`src/rtl/fetch_unit.sv`:
```
// Instruction fetch stage: reads opcode/operand word pairs, buffers them in a small FIFO and
// presents them on a valid/ready handshake. Supports redirect (jump) and halt on HALT_OP.
module fetch_unit #(
    parameter int unsigned WIDTH    = 16,
    parameter int unsigned DEPTH    = 4,
    parameter int unsigned RESET_PC = 100,
    parameter logic [7:0]  HALT_OP  = 8'hff
) (
    input  logic             clk,
    input  logic             reset,
    output logic             mem_req,
    output logic [WIDTH-1:0] mem_addr,
    input  logic [WIDTH-1:0] mem_rdata,
    output logic             ins_valid,
    input  logic             ins_ready,
    output logic [7:0]       ins_opcode,
    output logic [WIDTH-1:0] ins_operand,
    output logic [WIDTH-1:0] ins_pc,
    input  logic             jump_en,
    input  logic [WIDTH-1:0] jump_target,
    output logic             halted
);
    localparam int unsigned AW = (DEPTH > 1) ? $clog2(DEPTH) : 1;
    localparam int unsigned CW = AW + 1;

    typedef enum logic [1:0] {StOp, StArg, StHalt} state_e;

    state_e           state_q, state_d;
    logic [WIDTH-1:0] fetch_pc_q, fetch_pc_d;
    logic [CW-1:0]    count_q, count_d;
    logic [CW-1:0]    reserved_q, reserved_d;
    logic [AW-1:0]    rd_ptr_q, rd_ptr_d;
    logic [AW-1:0]    wr_ptr_q, wr_ptr_d;
    logic             resp_vld_q, resp_vld_d;
    logic             resp_arg_q, resp_arg_d;
    logic [WIDTH-1:0] resp_addr_q, resp_addr_d;
    logic [7:0]       asm_op_q, asm_op_d;
    logic [WIDTH-1:0] asm_pc_q, asm_pc_d;

    logic [7:0]       fifo_op_q  [DEPTH];
    logic [WIDTH-1:0] fifo_arg_q [DEPTH];
    logic [WIDTH-1:0] fifo_pc_q  [DEPTH];

    logic             push, pop, issue_op, resp_op, req_int;
    logic [CW:0]      occupancy;

    always_comb begin
        resp_op   = resp_vld_q & ~resp_arg_q;
        push      = resp_vld_q & resp_arg_q & ~jump_en;
        ins_valid = ~reset & (count_q != '0);
        pop       = ins_valid & ins_ready;
        // Pairs already requested count against capacity so a push can never overflow.
        occupancy = {1'b0, count_q} + {1'b0, reserved_q};

        req_int    = 1'b0;
        issue_op   = 1'b0;
        state_d    = state_q;
        fetch_pc_d = fetch_pc_q;

        case (state_q)
            StOp: begin
                if (32'(occupancy) < DEPTH) begin
                    req_int    = 1'b1;
                    issue_op   = 1'b1;
                    fetch_pc_d = fetch_pc_q + WIDTH'(1);
                    state_d    = StArg;
                end
            end
            StArg: begin
                req_int    = 1'b1;
                fetch_pc_d = fetch_pc_q + WIDTH'(1);
                state_d    = (resp_op && mem_rdata[7:0] == HALT_OP) ? StHalt : StOp;
            end
            StHalt: ;
            default: state_d = StOp;
        endcase

        reserved_d = reserved_q + CW'(issue_op) - CW'(push);
        count_d    = count_q + CW'(push) - CW'(pop);
        wr_ptr_d   = wr_ptr_q + AW'(push);
        rd_ptr_d   = rd_ptr_q + AW'(pop);
        asm_op_d   = resp_op ? mem_rdata[7:0] : asm_op_q;
        asm_pc_d   = resp_op ? resp_addr_q : asm_pc_q;
        mem_req    = req_int;

        if (jump_en) begin
            mem_req    = 1'b0;
            state_d    = StOp;
            fetch_pc_d = jump_target;
            reserved_d = '0;
            count_d    = '0;
            wr_ptr_d   = '0;
            rd_ptr_d   = '0;
            asm_op_d   = '0;
            asm_pc_d   = '0;
        end
        if (reset) begin
            mem_req = 1'b0;
        end

        mem_addr    = mem_req ? fetch_pc_q : '0;
        resp_vld_d  = mem_req;
        resp_arg_d  = (state_q == StArg);
        resp_addr_d = fetch_pc_q;

        halted      = ~reset & (state_q == StHalt);
        ins_opcode  = ins_valid ? fifo_op_q[rd_ptr_q]  : '0;
        ins_operand = ins_valid ? fifo_arg_q[rd_ptr_q] : '0;
        ins_pc      = ins_valid ? fifo_pc_q[rd_ptr_q]  : '0;
    end

    always_ff @(posedge clk) begin
        if (reset) begin
            state_q     <= StOp;
            fetch_pc_q  <= WIDTH'(RESET_PC);
            count_q     <= '0;
            reserved_q  <= '0;
            rd_ptr_q    <= '0;
            wr_ptr_q    <= '0;
            resp_vld_q  <= 1'b0;
            resp_arg_q  <= 1'b0;
            resp_addr_q <= '0;
            asm_op_q    <= '0;
            asm_pc_q    <= '0;
        end else begin
            state_q     <= state_d;
            fetch_pc_q  <= fetch_pc_d;
            count_q     <= count_d;
            reserved_q  <= reserved_d;
            rd_ptr_q    <= rd_ptr_d;
            wr_ptr_q    <= wr_ptr_d;
            resp_vld_q  <= resp_vld_d;
            resp_arg_q  <= resp_arg_d;
            resp_addr_q <= resp_addr_d;
            asm_op_q    <= asm_op_d;
            asm_pc_q    <= asm_pc_d;
        end
    end

    // Storage needs no reset: entries are only visible while count_q covers them.
    always_ff @(posedge clk) begin
        if (push) begin
            fifo_op_q[wr_ptr_q]  <= asm_op_q;
            fifo_arg_q[wr_ptr_q] <= mem_rdata;
            fifo_pc_q[wr_ptr_q]  <= asm_pc_q;
        end
    end

endmodule

```
`config.mk`:
```
export PLATFORM = sky130hd
export DESIGN_NAME = fetch_unit
export DESIGN_NICKNAME = d
export VERILOG_FILES = /design/src/rtl/fetch_unit.sv
export SDC_FILE = /design/constraint.sdc
export NUM_CORES = 1
export LEC_CHECK = 0
export ABC_AREA = 1
export CORE_UTILIZATION = 55
export DETAILED_ROUTE_END_ITERATION = 12
export GPL_ROUTABILITY_DRIVEN = 0
export PLACE_DENSITY_LB_ADDON = 0.2
export SYNTH_ARGS = -nofsm -noshare
export SYNTH_HDL_FRONTEND = slang
export SYNTH_SLANG_ARGS = --single-unit
```
`constraint.sdc`:
```
create_clock -name clk -period 5.92 [get_ports clk]
set_input_delay 0.888 -clock clk [delete_from_list [all_inputs] [get_ports clk]]
set_output_delay 0.888 -clock clk [all_outputs]
set_load 0.005 [all_outputs]
```
## Yosys cells after proc, flatten, opt, wreduce, memory -nomap -nowiden

Memory sizes are Yosys's and may differ from the RTL's. A register that Yosys moved wholly into a read port is not among the register bits.
Cells that the tools add are included.

| word-level totals | value |
|---|---|
| register bits after elaboration | 70 |
| input port bits | 36 |
| bits in writable memories | 160 |
| memories kept | 3 |
| word-level logic and storage cells | 65 |

| cells by class | value |
|---|---|
| magnitude comparators | 1 |
| add/sub/neg operators | 8 |
| multiplexer cells | 20 |
| bitwise operators | 10 |
| equality and inequality tests | 5 |
| reductions and logical operators | 7 |

Memories:

| memory | words | bits a word | rd ports | clocked after Yosys merged registers in | write ports | line | source |
|---|---|---|---|---|---|---|---|
| fifo_arg_q | 4 | 16 | 1 | 1 | 1 | 41 | `logic [WIDTH-1:0] fifo_arg_q [DEPTH];` |
| fifo_pc_q | 4 | 16 | 1 | 1 | 1 | 42 | `logic [WIDTH-1:0] fifo_pc_q [DEPTH];` |
| fifo_op_q | 4 | 8 | 1 | 1 | 1 | 40 | `logic [7:0] fifo_op_q [DEPTH];` |

Operators with widths:

| operator | count |
|---|---|
| $mux W16 | 5 |
| $pmux W16 S2 | 1 |
| $add A16 B1 Y16 const B | 1 |
| $mux W2 | 5 |
| $eq A8 B8 Y1 const B | 1 |
| $mux W8 | 1 |
| $add A3 B1 Y3 | 2 |
| $and A1 B1 Y1 | 6 |
| $mux W1 | 6 |
| $pmux W2 S3 | 1 |
| $reduce_bool A3 Y1 | 2 |
| $sub A3 B1 Y3 | 2 |
| $add A2 B1 Y2 | 2 |
| $add A3 B3 Y4 | 1 |
| $lt A4 B3 Y1 const B | 1 |
| $not A1 Y1 | 4 |
| $reduce_and A2 Y1 | 2 |
| $ne A3 B3 Y1 const B | 1 |
| $eq A2 B1 Y1 const B | 1 |
| $eq A2 B2 Y1 const B | 1 |
| $logic_not A2 Y1 | 1 |
| $ne A2 B2 Y1 const B | 1 |
| $pmux W1 S2 | 1 |
| $reduce_or A2 Y1 | 1 |
| $logic_and A1 B1 Y1 | 1 |

## Depth between registers and ports, before layout

Gate-level depths: netlist of run 1.

| logic depth | value |
|---|---|
| depth after elaboration | 7 |
| gate-level depth with buffers | 10 |
| gate-level depth less buffers | 10 |

## Worst setup path after synthesis of run 1

Ideal clock, no wire load.

| timing | value |
|---|---|
| kind | input port to flip-flop |
| from | in jump_en |
| to | mem fifo_arg_q[0][0] (enable) |
| slack | 1.326 ns |
| arrival | 4.107 ns |
| library setup time | 0.487 ns |
| cell stages on the path | 4 |
| path through | buf_6 nor3_2 inv_1 nor3_1 |

| on the way | value |
|---|---|
| longest elaborated chain between the ends | 4 |

RTL lines:

| element | line | source |
|---|---|---|
| from (decl) | 19 | `input logic jump_en,` |
| $not A1 Y1 | 49 | `push = resp_vld_q & resp_arg_q & ~jump_en;` |
| $and A1 B1 Y1 | 49 |  |
| $mux W1 | 142 | `if (push) begin` |
| $mux W1 (not written as such) | 144 | `fifo_arg_q[wr_ptr_q] <= mem_rdata;` |
| to (decl) | 41 |  |

No other way between the ends.

## Worst setup path after layout of run 1

| timing | value |
|---|---|
| from | in reset |
| to | out ins_pc[8] |

| on the way | value |
|---|---|
| longest elaborated chain between the ends | 3 |

RTL lines:

| element | line | source |
|---|---|---|
| from (decl) | 10 | `input logic reset,` |
| $not A1 Y1 | 50 | `ins_valid = ~reset & (count_q != '0);` |
| $and A1 B1 Y1 | 50 |  |
| $mux W16 | 109 | `ins_pc = ins_valid ? fifo_pc_q[rd_ptr_q] : '0;` |
| to (decl) | 18 | `output logic [WIDTH-1:0] ins_pc,` |

No other way between the ends.

==> impl_metrics.tcl, run 1 <==
set metrics [dict create \
    n_fill_cell 1295 \
    critPathRequiredTime_ns 5.03 \
    diodes 0 \
    place_inst 1191 \
    cts_sinks 230 \
    drive_above_1_share_pct 6.818 \
    drv_cap 0 \
    overflow 0 \
    hold_path_class "reg2reg" \
    die_width_um 132.1 \
    route.detailed.drc 0 \
    wirelength_um 19670 \
    area_delta_synth_final_pct 20.43 \
    path_clk_slew_ns 0.06 \
    firstDrtPassIters 5 \
    fin_util_pct 67.62 \
    wire_per_inst_um 15.96 \
    ctsRootBufferMaster "clkbuf_16" \
    core_um2 16580 \
    post_cts_buffers 0 \
    rows 47 \
    period_share_pct 74.86 \
    skew_ns 0.006782 \
    grt_pass1_wl_um 31310 \
    hold_viol 0 \
    final_antenna_net_count 0 \
    period_minus_slack_ns 4.432 \
    htreeDepth 1 \
    dr.first_iter.drc_count 539 \
    place_hpwl_um 11720 \
    ios 95 \
    status "finished, final reports clean" \
    setup.worst_path.class "in2out" \
    grt_pass1_vias 6070 \
    synthDistinctLibCells 32 \
    ys_dominant_reg_cell "edfxtp_1" \
    synth_area_leaders "edfxtp_1 52%, dfxtp_1 15%, nor2_1 11%, o21ai_0 5.2%, nand2_1 3.0%" \
    syn_avg_cell_area_um2 10.20 \
    fin_setup_tns_ns 0 \
    grt_use_total_pct 22.83 \
    async_flop_share_pct 0 \
    syn_nets 960 \
    portBuffers 94 \
    fin_cells 1232 \
    synth_most_common_cell "nor2_1" \
    synth-seq-area-share_pct 66.65 \
    cp-end-kind "output port" \
    rsz0062_at_grt "false" \
    synth_top_area_cell "edfxtp_1" \
    vias 6543 \
    netlist_instances 913 \
    yosys_warnings 0 \
    max-vdd-ir-drop_mv 0.2076 \
    final_max_slew_viol_count 0 \
    synthesis.area_um2 9311 \
    tritoncts "done" \
    critPathLaunchType "input pin" \
    ctsResizeCount 0 \
    synth_top_cells_by_count "282 x nor2_1, 160 x edfxtp_1, 97 x o21ai_0" \
    worst_pin_slew_ns 1.171 \
    grt_max_degree 82 \
    hold_buffers 0 \
    p_leak_nw 4.159 \
    start_util_pct 56.15 \
    synth_edf_count 160 \
    synth-seq-cells 230 \
    finalSetupViolCount 0 \
    drt-vias-per-instance 5.311 \
    clk_latency_ns 0.49 \
    max_slew_margin_pct 21.97 \
    dieHeight_um 132.1 \
    fin_nets 1043 \
    cp.arrival_ns 3.54 \
    clockBufferDepth 3 \
    numCtsBuffers 23 \
    max_freq_ghz 0.2256 \
    antenna_found_initial 0 \
    dieArea_um2 17450 \
    crit_fanout 28 \
    rrSetupSlack_ns 3.01 \
    p_per_area_nw_per_um2 302.3 \
    synth_top_area_share_pct 51.60 \
]
[cell families (layout without fill, tap and decap cells)]
kind of cell	count (synthesis)	count (layout)	synth area share [%]
buffers and inverters	95	194	4.542
XOR/XNOR	9	9	0.8465
flip-flops	230	230	66.65
AO/OA/AOI/OAI	160	160	8.707
adder cells (fa/ha/maj)	11	11	1.639
multiplexers	1	1	0.1075
AND/OR/NAND/NOR	407	407	17.51
[layer usage]
layer / wire, µm / track usage [%] / vias to the layer above / part of all wire, %
met4: 317 / 6.137 / 0 / 1.6
met2: 9233 / 36.63 / 182 / 47
met5: 0 / 0 / - / 0
li1: - / - / 3229 / -
met1: 9011 / 32.77 / 3106 / 46
met3: 1107 / 3.306 / 26 / 5.6
[worst max-delay path, stage by stage]
cell,delay [ns]
clkdlybuf4s50_1,1.11
inv_2,0.23
o31ai_4,0.28
buf_4,0.45
a21oi_1,0.09
clkdlybuf4s50_1,0.48
[power breakdown]
| part | switching (mW) | internal (mW) | leakage [nW] |
|---|---|---|---|
| combinational | 0.0766 | 0.0571 | 1.73 |
| clock | 0.574 | 0.923 | 0.394 |
| sequential | 0.0205 | 1.74 | 2.04 |
[state kept, by name, indices dropped and copies added (netlist names)]
name,cells
reserved_q,3
state_q,2
fetch_pc_q,16
resp_addr_q,16
fifo_op_q,32
wr_ptr_q,2
asm_pc_q,16
resp_vld_q,1
count_q,3
resp_arg_q,1
asm_op_q,8
rd_ptr_q,2
fifo_pc_q,64
fifo_arg_q,64
[path summary, 6_finish.rpt]
kind,start,to,cells after the start
worst max-delay path,reset,ins_pc[8],6
worst min-delay path,resp_addr_q[8],asm_pc_q[8],2
worst max register to register,count_q[1],count_q[2],9
worst min register to register,resp_addr_q[8],asm_pc_q[8],2
[cell usage in the layout (no fill, tap or decap), drive strengths merged, types with 3 or more instances in the layout]
master	n
nand3	26
nor2	288
dfxtp	70
xnor2	4
edfxtp	160
xor2	5
nor3	6
or2	5
clkinv	6
nand4	6
bufinv	3
nand2	75
inv	50
clkdlybuf4s50	94
buf	9
clkbuf	32
o21ai	109
a21oi	49
ha	9
[metrics by stage]
stage	hold WS, ns	worst slack, ns	instance area [µm²]	total power [mW]
after global routing	0.4732	1.265	11210	3.490
after floorplan	0.4295	1.326	9311	1.863
after CTS	0.4558	1.478	11210	3.411
after global placement	0.4365	1.619	10420	1.922
final	0.4522	1.488	11210	3.390
after detailed placement	0.4393	1.478	10420	1.926
[cell type report]
class                           count  area, µm²  share of cell area (%)
Clock buffer                       32      670.6                   5.981
Clock inverter                      9      126.4                   1.127
Inverter                           50      188.9                   1.685
Multi-Input combinational cell    588       2711                   24.18
Sequential cell                   230       6207                   55.36
Tap cell                          220      275.3                   2.455
Timing Repair Buffer              103       1033                   9.217
Power figures use the tool's default switching activity.
==> inputs of run 2 (changes only) <==
clock period = 4.5 ns   (was 5.92 ns; I/O delays follow)
==> impl_metrics.tcl, run 2 (synthesis results as in run 1) <==
set metrics [dict create \
    critPathMaxStageDelay_ns 0.65 \
    p_per_area_nw_per_um2 381.0 \
    grt_use_total_pct 23.14 \
    clk_latency_ns 0.50 \
    final_max_slew_viol_count 0 \
    hold_viol 0 \
    p_leak_nw 4.129 \
    overflow 0 \
    min_delay_worst_endpoint "asm_pc_q[5]" \
    ctsResizeCount 0 \
    worst_pin_slew_ns 1.218 \
    clockPowerShare_pct 41.3 \
    dieArea_um2 17450 \
    layout_setup_ws_ns 0.9447 \
    crit_fanout 24 \
    max_freq_ghz 0.2813 \
    grt_max_degree 82 \
    p_sw_share_pct 20.62 \
    setup.worst_path.class "in2out" \
    n_fill_cell 1252 \
    grt_pass1_wl_um 31910 \
    dr_wl_met2_um 9451 \
    crit_slowest_cell "clkdlybuf4s50_1" \
    crit_family "buffers and inverters" \
    clockBufferDepth 3 \
    diodes 0 \
    reg2reg_depth 10 \
    largestRegisters "fifo_arg_q: 64 flops, fifo_pc_q: 64 flops, fifo_op_q: 32 flops" \
    skew_ns 0.01313 \
    wire_per_inst_um 16.00 \
    pre_cts_slack_ns 0.9119 \
    fin_setup_tns_ns 0 \
    ios 95 \
    path_clk_slew_ns 0.06 \
    route.detailed.drc 0 \
    portBuffers 94 \
    rrSetupSlack_ns 2.05 \
    whs_path_depth 2 \
    cp_cell_sequence "clkdlybuf4s50_1 > nor2_4 > nand2_2 > nor2_1 > clkdlybuf4s50_1" \
    hold_path_class "reg2reg" \
    die_width_um 132.1 \
    drv_cap 0 \
    numCtsBuffers 22 \
    cp_num_buf_inv 2 \
    start_util_pct 56.15 \
    fin_nets 1048 \
    period_minus_slack_ns 3.555 \
    hold_buffers 0 \
    ctsRootBufferMaster "clkbuf_16" \
    met3_length_um 1461 \
    antenna_found_initial 0 \
    dieHeight_um 132.1 \
    crit_top_cell "clkdlybuf4s50_1" \
    tritoncts "done" \
    switchingPower_mw 0.8746 \
    firstDrtPassIters 5 \
    pwr-share-seq_pct 54.6 \
    wirelength_um 19770 \
    p_int_mw 3.367 \
    critPathRequiredTime_ns 3.83 \
    drt-vias-per-instance 5.296 \
    cts_sinks 230 \
    whs_ns 0.4564 \
    period_share_pct 79.01 \
    cp-end-kind "output port" \
    max-vdd-ir-drop_mv 0.2836 \
    rsz0062_at_grt "false" \
    min_from "resp_addr_q[5]" \
    htreeDepth 1 \
    finalSetupViolCount 0 \
    mostFrequentLayoutCells "282 x nor2_1, 160 x edfxtp_1, 97 x o21ai_0, 94 x clkdlybuf4s50_1, 74 x nand2_1" \
    post_cts_buffers 0 \
    status "finished, final reports clean" \
    critPathLaunchType "input pin" \
    final_antenna_net_count 0 \
    top_layer_used "met4" \
    reg2reg_to "reserved_q[2]" \
    area_delta_synth_final_pct 19.58 \
    drive_above_1_share_pct 7.283 \
    cp.arrival_ns 2.88 \
    dr.first_iter.drc_count 498 \
    max_slew_margin_pct 18.71 \
    rows 47 \
    grt_pass1_vias 6267 \
    combinationalPowerShare_pct 4.2 \
    place_hpwl_um 11600 \
    vias 6546 \
    wl_met1_um 8560 \
    r2r-start "count_q[2]" \
    core_um2 16580 \
    final_common_cell "nor2_1" \
]
==> run 2: power groups by stage <==
stage	Clock [mW]	Sequential [mW]	Combinational (mW)
after global placement	0	2.36	0.172
after detailed placement	0	2.36	0.175
after floorplan	0	2.35	0.0989
final	1.75	2.31	0.177
after CTS	1.77	2.31	0.178
after global routing	1.86	2.32	0.199
==> run 2: final cells by class <==
type	instances	area (µm²)	share of cell area [%]
Sequential cell	230	6207	55.75
Multi-Input combinational cell	588	2711	24.35
Timing Repair Buffer	109	1054	9.462
Clock buffer	31	645.6	5.798
Tap cell	220	275.3	2.472
Inverter	50	188.9	1.697
Clock inverter	8	52.55	0.4720
==> run 2: per-stage QoR <==
stage                     utilization (%)  power (mW)  instance area (µm²)  std cells
final                               67.14       4.242                11130       1236
after global routing                67.14       4.375                11130       1236
after CTS                           67.14       4.267                11130       1236
after detailed placement            62.93       2.534                10440       1197
after global placement              62.93       2.530                10440       1197
after floorplan                         -       2.450                 9311        913
==> run 2: worst max path at each step <==
stage / depth (start not counted) / to / start
6_report: 5 / mem_addr[4] / jump_en
5_1_grt: 5 / mem_addr[1] / jump_en
4_1_cts: 5 / mem_addr[4] / jump_en
3_5_place_dp: 5 / mem_addr[13] / jump_en
3_3_place_gp: 5 / mem_addr[10] / jump_en
2_1_floorplan: 4 / fifo_arg_q[0][0] / jump_en
==> run 2: metal layers <==
metal / global-route usage (%) / up-vias
li1: - / 3233
met1: 31.53 / 3026
met5: 0 / -
met2: 38.48 / 265
met3: 3.345 / 22
met4: 7.364 / 0
==> run 2: tightest hold or removal path, delay by kind of cell (launching register included) <==
kind,cells,cell delay [ns]
simple gates,2,0.12
flops,1,0.31
==> inputs of run 3 (changes only) <==
CORE_UTILIZATION = 51   (was 55)
clock period = 3 ns   (was 4.5 ns; I/O delays follow)
==> impl_metrics.tcl, run 3 (synthesis results as in run 1) <==
set metrics [dict create \
    grt_max_degree 43 \
    diodes 0 \
    path_clk_slew_ns 0.06 \
    cp-end-kind "output port" \
    portBuffers 94 \
    tritoncts "done" \
    crit_family "simple AND/OR/NAND/NOR gates" \
    p_int_mw 5.303 \
    cts_sinks 230 \
    p_leak_nw 4.256 \
    overflow 0 \
    cp_cell_sequence "ha_1 > nand3_1 > nand4_1 > nand2_2 > nand2_4 > nor2_1 > clkdlybuf4s50_1" \
    setup.worst_path.class "reg2out" \
    hold_viol 0 \
    wirelength_um 20100 \
    ios 95 \
    start_util_pct 52.01 \
    max_freq_ghz 0.3537 \
    max_slew_margin_pct 49.47 \
    grt_pass1_wl_um 31280 \
    cp_num_buf_inv 1 \
    dr.first_iter.drc_count 440 \
    period_minus_slack_ns 2.827 \
    drt-vias-per-instance 5.193 \
    n_fill_cell 1446 \
    core_um2 17900 \
    crit_slowest_cell "clkdlybuf4s50_1" \
    htreeDepth 1 \
    grt_use_total_pct 21.81 \
    final_max_slew_viol_count 0 \
    fin_nets 1059 \
    fin_area_um2 11400 \
    dpl_cell_area_um2 10560 \
    finalSetupViolCount 0 \
    area_delta_synth_final_pct 22.40 \
    crit_fanout 18 \
    status "finished, final reports clean" \
    place_hpwl_um 12080 \
    clk_latency_ns 0.50 \
    rsz0062_at_grt "false" \
    final_antenna_net_count 0 \
    die_width_um 137.1 \
    hold_path_class "reg2reg" \
    critPathLaunchType "flip-flop" \
    rrSetupSlack_ns 0.71 \
    dieHeight_um 137.1 \
    p_sw_share_pct 20.27 \
    worst_pin_slew_ns 0.7572 \
    critPathRequiredTime_ns 2.55 \
    clockPowerShare_pct 43.7 \
    dieArea_um2 18800 \
    max-vdd-ir-drop_mv 0.3633 \
    wire_per_inst_um 15.99 \
    drive_above_1_share_pct 8.755 \
    antenna_found_initial 0 \
    switchingPower_mw 1.348 \
    fin_util_pct 63.66 \
    grt_pass1_vias 5979 \
    total_power_mw 6.651 \
    critPathMaxStageDelay_ns 0.51 \
    drv_cap 0 \
    pwr-share-seq_pct 52.2 \
    clockBufferDepth 3 \
    mostFrequentLayoutCells "282 x nor2_1, 160 x edfxtp_1, 97 x o21ai_0, 94 x clkdlybuf4s50_1, 73 x nand2_1" \
    cp.arrival_ns 2.38 \
    ctsRootBufferMaster "clkbuf_16" \
    skew_ns 0.01069 \
    largestRegisters "fifo_arg_q: 64 flops, fifo_pc_q: 64 flops, fifo_op_q: 32 flops" \
    combinationalPowerShare_pct 4.1 \
    p_per_area_nw_per_um2 583.6 \
    numCtsBuffers 23 \
    period_share_pct 94.24 \
    route.detailed.drc 0 \
    vias 6527 \
    rows 49 \
    final_common_cell "nor2_1" \
    firstDrtPassIters 5 \
]
run 3: cell count changes in the layout (fill, tap and decap cells not counted), moves of 2 or more:
cell,previous run,this run
buf_12,0,6
clkinvlp_4,3,0
buf_4,15,19
clkbuf_1,4,2
clkbuf_4,0,2
clkbuf_16,23,26
inv_6,0,3
run 3: area by class of cell:
cell class | instances | area, µm² | area share [%]
Timing Repair Buffer | 119 | 1204 | 10.56
Multi-Input combinational cell | 588 | 2719 | 23.86
Inverter | 50 | 188.9 | 1.658
Tap cell | 229 | 286.5 | 2.514
Clock inverter | 8 | 76.32 | 0.6697
Sequential cell | 230 | 6208 | 54.47
Clock buffer | 33 | 714.4 | 6.269
run 3: stage by stage:
stage | setup slack (ns) | cells | hold WS (ns) | TNS, ns
2_1_floorplan | -1.156 | 913 | 0.4295 | -185.01
3_3_place_gp | 0.3125 | 1212 | 0.4374 | 0
3_5_place_dp | 0.2801 | 1212 | 0.4466 | 0
4_1_cts | 0.06333 | 1257 | 0.4574 | 0
5_1_grt | 0.01431 | 1257 | 0.4783 | 0
6_report | 0.1729 | 1257 | 0.4563 | 0
run 3: timing repair:
item | in CTS | in global routing
gates resized for setup | 1 | 2
pin swaps | 1 | 0
setup endpoints to repair | 35 | 14
hold buffers | 0 | 0
setup buffers | 4 | 0
run 3: power groups by stage:
stage / Combinational [mW] / Sequential, mW / Clock, mW
CTS: 0.272 / 3.47 / 2.96
finish: 0.272 / 3.47 / 2.91
detailed placement: 0.269 / 3.54 / 0
global placement: 0.267 / 3.54 / 0
global route: 0.305 / 3.48 / 3.08
floorplan: 0.148 / 3.53 / 0
run 3: worst paths after layout:
check / to / startpoint / cells past startpoint
setup / recovery: mem_addr[9] / count_q[1] / 7
setup reg to reg: reserved_q[2] / count_q[1] / 10
hold / removal: asm_pc_q[9] / resp_addr_q[9] / 2
hold reg to reg: asm_pc_q[9] / resp_addr_q[9] / 2
run 3: metal layers:
layer	vias up	routed length (µm)	GRT usage (%)
li1	3253	-	-
met4	0	313	6.227
met3	27	1253	2.778
met2	203	9540	35.30
met1	3044	8990	30.91
met5	-	0	0
run 3: worst reg2reg max path: cells and delay by family, from the launching register on:
family	cells	cell delay [ns]
fa+ha+maj	4	1.06
simple gates	3	0.50
flops	1	0.44
compound gates	1	0.12
buf+inv	2	0.10
